`config.mk`:
```
export PLATFORM = sky130hd
export DESIGN_NAME = i2s_rx
export DESIGN_NICKNAME = d
export VERILOG_FILES = /design/src/rtl/i2s_rx.sv
export SDC_FILE = /design/constraint.sdc
export NUM_CORES = 1
export LEC_CHECK = 0
export BUFFER_PORTS_ARGS = -buffer_cell sky130_fd_sc_hd__buf_2
export CAP_MARGIN = 20
export CORE_MARGIN = 2
export CORE_UTILIZATION = 43
export CTS_CLUSTER_DIAMETER = 80
export DETAILED_ROUTE_END_ITERATION = 16
export GPL_TIMING_DRIVEN = 0
export PLACE_DENSITY = 0.62
export SYNTH_ARGS = -nofsm -noshare
export SYNTH_HDL_FRONTEND = slang
export SYNTH_SLANG_ARGS = --single-unit
```
`constraint.sdc`:
```
create_clock -name clk_48mhz -period 2.6 [get_ports clk_48mhz]
set_input_delay 0.26 -clock clk_48mhz [delete_from_list [all_inputs] [get_ports clk_48mhz]]
set_output_delay 0.26 -clock clk_48mhz [all_outputs]
set_load 0.02 [all_outputs]
```
`src/rtl/i2s_rx.sv`:
```
// i2s_rx: I2S microphone receiver producing 16-bit left/right sample pairs with a valid/ready handshake.
// Optional sticky overrun flag is built only when I2S_RX_OVERRUN_EN is defined.
`timescale 1ns/1ps
module i2s_rx #(
    parameter bit WS_POL = 1'b0
) (
    input  logic        clk_48mhz,
    input  logic        reset_n,
    input  logic        bclk_in,
    input  logic        sd_in,
    input  logic        sample_ready,
    output logic        ws_out,
    output logic [15:0] left_data,
    output logic [15:0] right_data,
    output logic        sample_valid,
    output logic        overrun
);
    logic        bclk_q;
    logic [1:0]  sd_sync_q;
    logic [4:0]  slot_q, slot_d;
    logic        ws_q, ws_d;
    logic [15:0] left_sr_q, left_sr_d, right_sr_q, right_sr_d;
    logic [15:0] left_q, left_d, right_q, right_d;
    logic        valid_q, valid_d, primed_q, primed_d;
    logic        rise, fall, sd_s, left_slot, frame_done;

    assign rise      = bclk_in & ~bclk_q;
    assign fall      = ~bclk_in & bclk_q;
    assign sd_s      = sd_sync_q[1];
    assign left_slot = (slot_q != 5'd0) && (slot_q <= 5'd16);
    assign frame_done = rise && (slot_q == 5'd0) && primed_q;

    // Next-state: slot/ws advance on bclk falls, data shifts on rises, frame completes at slot-0 rise.
    always_comb begin
        slot_d     = fall ? slot_q + 5'd1 : slot_q;
        ws_d       = fall ? (slot_d[4] ? ~WS_POL : WS_POL) : ws_q;
        left_sr_d  = (rise && left_slot) ? {left_sr_q[14:0], sd_s} : left_sr_q;
        right_sr_d = (rise && !left_slot) ? {right_sr_q[14:0], sd_s} : right_sr_q;
        primed_d   = primed_q | (rise && (slot_q == 5'd16));
        left_d     = frame_done ? left_sr_q : left_q;
        right_d    = frame_done ? {right_sr_q[14:0], sd_s} : right_q;
        valid_d    = frame_done | (valid_q & ~sample_ready);
    end

    // State registers; the sd pad is double-synchronized, bclk is already in this domain.
    always_ff @(posedge clk_48mhz) begin
        if (!reset_n) begin
            bclk_q     <= 1'b0;
            sd_sync_q  <= 2'b00;
            slot_q     <= 5'd0;
            ws_q       <= WS_POL;
            left_sr_q  <= 16'd0;
            right_sr_q <= 16'd0;
            left_q     <= 16'd0;
            right_q    <= 16'd0;
            valid_q    <= 1'b0;
            primed_q   <= 1'b0;
        end else begin
            bclk_q     <= bclk_in;
            sd_sync_q  <= {sd_sync_q[0], sd_in};
            slot_q     <= slot_d;
            ws_q       <= ws_d;
            left_sr_q  <= left_sr_d;
            right_sr_q <= right_sr_d;
            left_q     <= left_d;
            right_q    <= right_d;
            valid_q    <= valid_d;
            primed_q   <= primed_d;
        end
    end

`ifdef I2S_RX_OVERRUN_EN
    logic ovr_q, ovr_d;
    assign ovr_d = ovr_q | (frame_done & valid_q & ~sample_ready);

    // Sticky overrun: a held pair was overwritten before the consumer took it.
    always_ff @(posedge clk_48mhz) begin
        if (!reset_n) ovr_q <= 1'b0;
        else          ovr_q <= ovr_d;
    end

    assign overrun = ovr_q;
`else
    assign overrun = 1'b0;
`endif

    assign ws_out       = ws_q;
    assign left_data    = left_q;
    assign right_data   = right_q;
    assign sample_valid = valid_q;
endmodule
```
# == Yosys cells after proc, flatten, opt, wreduce, memory -nomap -nowiden ==
# Cells that the tools add are included.
# totals
reg_bits,74
inputBits,5
output_inout_bits,35
wordCells,33
# classes
n_addsub,1
n_lt_le_gt_ge,1
n_eq_ne,1
mux,2
bitwise,8
reduce_logical,9
# ops
op,count
$logic_and 1x1->1,6
$add 5x1->5 const B,1
$eq 5x5->1 const B,1
$le 5x5->1 const B,1
$logic_not 5->1,1
$mux 5,1
$reduce_bool 5->1,1
$and 1x1->1,3
$not 1->1,3
$or 1x1->1,2
$logic_not 1->1,1
$mux 1,1

# == Longest topological paths before layout ==
# logic_depth
ltp_word,5
mapped_depth,9
ltp_nobuf,7

# == Least setup slack after synthesis ==
# No wires, ideal clock.
# synth_timing
path_type,register to register
start,reg slot_q[0]
end,reg right_sr_q[10]
setup_ns,0.116
arrival_time_ns,1.788
t_required_ns,2.484
setup_slack_ns,0.696
path_stages_with_launch,10
path_buffers,2
period_less_slack_ns,1.904
path_cell_list,dfxtp_1 -> inv_1 -> ha_1 -> nor3b_1 -> ha_1 -> or3b_1 -> buf_2 -> buf_6 -> nand2_1 -> a21boi_1
# synth_between
elab_chain_len,4
elab_cells_between_ends,5
cone_classes,order compare (1); reduce/logical (4)
# synth_rtl
item,line,text
from (decl),20,"logic [4:0] slot_q, slot_d;"
from (signal assigned),61,slot_q <= slot_d;
$le 5x5->1 / $reduce_bool 5->1 (equally long branches),30,assign left_slot = (slot_q != 5'd0) && (slot_q <= 5'd16);
$logic_and 1x1->1 (*),30,
$logic_not 1->1 (*),38,"right_sr_d = (rise && !left_slot) ? {right_sr_q[14:0], sd_s} : right_sr_q;"
$logic_and 1x1->1 (*),38,
to (signal assigned),64,right_sr_q <= right_sr_d;
to (decl),22,"logic [15:0] left_sr_q, left_sr_d, right_sr_q, right_sr_d;"
# Every way passes the cells marked *; elsewhere a longest branch is shown, timed or not.
# A chain may end at the register's enable or synchronous reset.

# == Final worst setup path ==
# layout_timing
start,reg slot_q[0]
end,reg right_sr_q[6]
# Same word-level chain as after synthesis.

==> flow_metrics.env <==
export IMPL_cts_htree_levels=3
export IMPL_cts_tree="yes"
export IMPL_power_switching_uw=466
export IMPL_crit_start="slot_q[0]$_SDFFE_PN0N_"
export IMPL_antenna_found_initial=0
export IMPL_fin_skew_ns=0.00722
export IMPL_mappedNetlistNets=338
export IMPL_synthesis_area_um2=2860
export IMPL_fp_coreArea_um2=6390
export IMPL_die_w_um=85.6
export IMPL_postSynth_asyncResetShare_pct=0
export IMPL_setup_violations=0
export IMPL_p_int_mw=1.66
export IMPL_cts_sinks=74
export IMPL_ys_ff_latch=74
export IMPL_fin_crit_ns=2.13
export IMPL_p_seq_share_pct=53.6
export IMPL_grt_pass1_vias=2069
export IMPL_post_dp_hpwl_mm=3.74
export IMPL_fin_util_pct=52.4
export IMPL_io_pins=40
export IMPL_vias_per_cell=4.82
export IMPL_drt_first_pass_iters=4
export IMPL_wl_per_cell_um=11.7
export IMPL_routed_wl_mm=5.38
export IMPL_grt_usage_pct=16.3
export IMPL_final_setup_tns_ns=0
export IMPL_grt_pass1_wl_mm=9.49
export IMPL_min_from="sd_in"
export IMPL_cp_start_kind="flop"
export IMPL_clk_latency_ns=0.34
export IMPL_synth_cell_types=27
export IMPL_worstSetupPathType="flop to flop"
export IMPL_finalPower_mw=2.13
export IMPL_postCtsSetupBuffers=0
export IMPL_end_kind="flop"
export IMPL_status="completed"
export IMPL_synthTopCellsByArea="dfxtp_1 52%, nand2_1 17%, a21boi_1 15%, a21boi_0 2.1%, buf_2 1.9%"
export IMPL_drt_first_iter_violations=97
export IMPL_yosys_area_top_type="dfxtp_1"
export IMPL_synth_top_area_share_pct=51.7
export IMPL_ys_flop_type="dfxtp_1"
export IMPL_root_buffer="clkbuf_8"
export IMPL_seq_area_frac_synth_pct=51.7
export IMPL_crit_fanout=10
export IMPL_cap_violations=0
export IMPL_fillers=655
export IMPL_fin_crit_sh_pct=81.9
export IMPL_p_clk_share_pct=42.5
export IMPL_place_gp_congestion=0.760
export IMPL_final_antenna_net_count=0
export IMPL_postCtsHoldBufs=0
export IMPL_finalHoldViolations=0
export IMPL_powerDensity_nw_per_um2=636
export IMPL_leakagePower_nw=1.30
export IMPL_p_comb_share_pct=3.9
export IMPL_synth_common_cells="128 x nand2_1, 74 x dfxtp_1, 59 x a21boi_1"
export IMPL_antenna_cells=0
export IMPL_grt_max_degree=13
export IMPL_rows=29
export IMPL_io_buffers=37
export IMPL_fp_dieH_um=85.6
export IMPL_drv_slew=0
export IMPL_synth_most_common_cell="nand2_1"
export IMPL_netlist_instances=329
export IMPL_num_vias=2213
export IMPL_synth_edf_count=0
export IMPL_start_util_pct=44.8
export IMPL_drc=0
export IMPL_drive_gt1_share_pct=18.1
export IMPL_critical_path_required_ns=2.83
export IMPL_r2r_start="slot_q[0]$_SDFFE_PN0N_"
export IMPL_cts_inserted_buffers=9
export IMPL_p_sw_share_pct=21.9
export IMPL_rsz0062_at_grt="no"
export IMPL_dieArea_um2=7330
export IMPL_syn_area_per_cell_um2=8.70
export IMPL_clock_path_buffers=2
export IMPL_post_cts_resized=0
export IMPL_clk_pin_slew_ns=0.07
export IMPL_grt_overflow_total=0
export IMPL_area_delta_synth_final_pct=17.0
export IMPL_ff2ff_setup_slack_ns=0.47
export IMPL_critPathArrivalTime_ns=2.36
export IMPL_peakVddDrop_mv=0.287
export IMPL_hp_class="primary input to flop"
export IMPL_fin_nets=386
export IMPL_ys_warn_count=0
export IMPL_fmax_ghz=0.470
state kept, by name, summed over array words and instances (netlist names):
signal / cells
left_data: 16
left_sr_q: 16
right_data: 16
right_sr_q: 15
slot_q: 5
sd_sync_q: 2
bclk_q: 1
primed_q: 1
sample_valid: 1
ws_out: 1
power groups by stage:
stage,clock network (mW),registers [mW],logic [mW]
2_1_floorplan,0,1.17,0.0628
3_3_place_gp,0,1.17,0.0838
3_5_place_dp,0,1.17,0.0842
4_1_cts,0.934,1.14,0.0847
5_1_grt,0.981,1.14,0.0937
6_report,0.906,1.14,0.0831
final timing paths:
path | to | cells after the start
min reg2reg | sd_sync_q[1]$_SDFF_PN0_ | 1
max | right_sr_q[6]$_SDFFE_PN0P_ | 9
max reg2reg | right_sr_q[6]$_SDFFE_PN0P_ | 9
min | sd_sync_q[0]$_SDFF_PN0_ | 2
per-layer routing:
layer  GRT usage, %  share of wire [%]  vias up
li1               -                  -     1155
met1           20.8                 49     1016
met2           26.4                 46       31
met3           3.18                2.9       11
met4           8.23                1.8        0
met5              0                  0        -
placed cells by master (no fill, tap or decap), types with 3 or more instances in the layout:
master    Yosys  layout
ha_1          4       4
inv_1         3       3
buf_4         3       3
dfxtp_1      74      74
o21ai_0       3       3
a21boi_0      8       8
clkinv_2      0       3
clkbuf_8      0      11
clkbuf_1      8       8
buf_2        11      48
nand2_1     128     128
and2_1        5       5
xnor2_1       3       3
a21boi_1     59      59
worst max-delay path, stage by stage, from the launching register on:
cell	delay [ns]
dfxtp_1	0.33
inv_1	0.09
ha_1	0.14
nor3b_1	0.28
ha_1	0.35
or3b_1	0.39
buf_2	0.18
buf_6	0.15
nand2_1	0.07
a21boi_1	0.06
stage by stage:
stage	hold WS [ns]	worst slack (ns)	cell area, um^2	cells
6_report	0.125	0.470	3350	459
4_1_cts	0.108	0.463	3350	459
3_3_place_gp	0.421	0.529	3140	443
5_1_grt	0.133	0.267	3350	459
2_1_floorplan	0.387	0.696	2860	329
3_5_place_dp	0.420	0.493	3140	443
kinds of logic (layout without fill, tap and decap cells):
logic type	count (synthesis)	after routing	synth area share, %
AOI/OAI and AO/OA	72	72	18.5
xor gates and xnor gates	3	3	0.918
adders and majority gates	4	4	1.75
buffers and inverters	26	79	4.55
DFF	74	74	51.7
other	1	1	0.131
and+or+nand+nor	149	149	22.4
area by class of cell:
class | instances | area, um^2 | area share [%]
multi-input cells | 229 | 1250 | 37.4
clock buffers | 11 | 151 | 4.52
clock inverters | 5 | 52.6 | 1.57
well taps | 77 | 96.3 | 2.88
inverters | 3 | 11.3 | 0.336
flip-flops and latches | 74 | 1480 | 44.2
repair buffers | 37 | 185 | 5.53
plain buffers | 23 | 119 | 3.55
(Power assumes the default switching activity.)
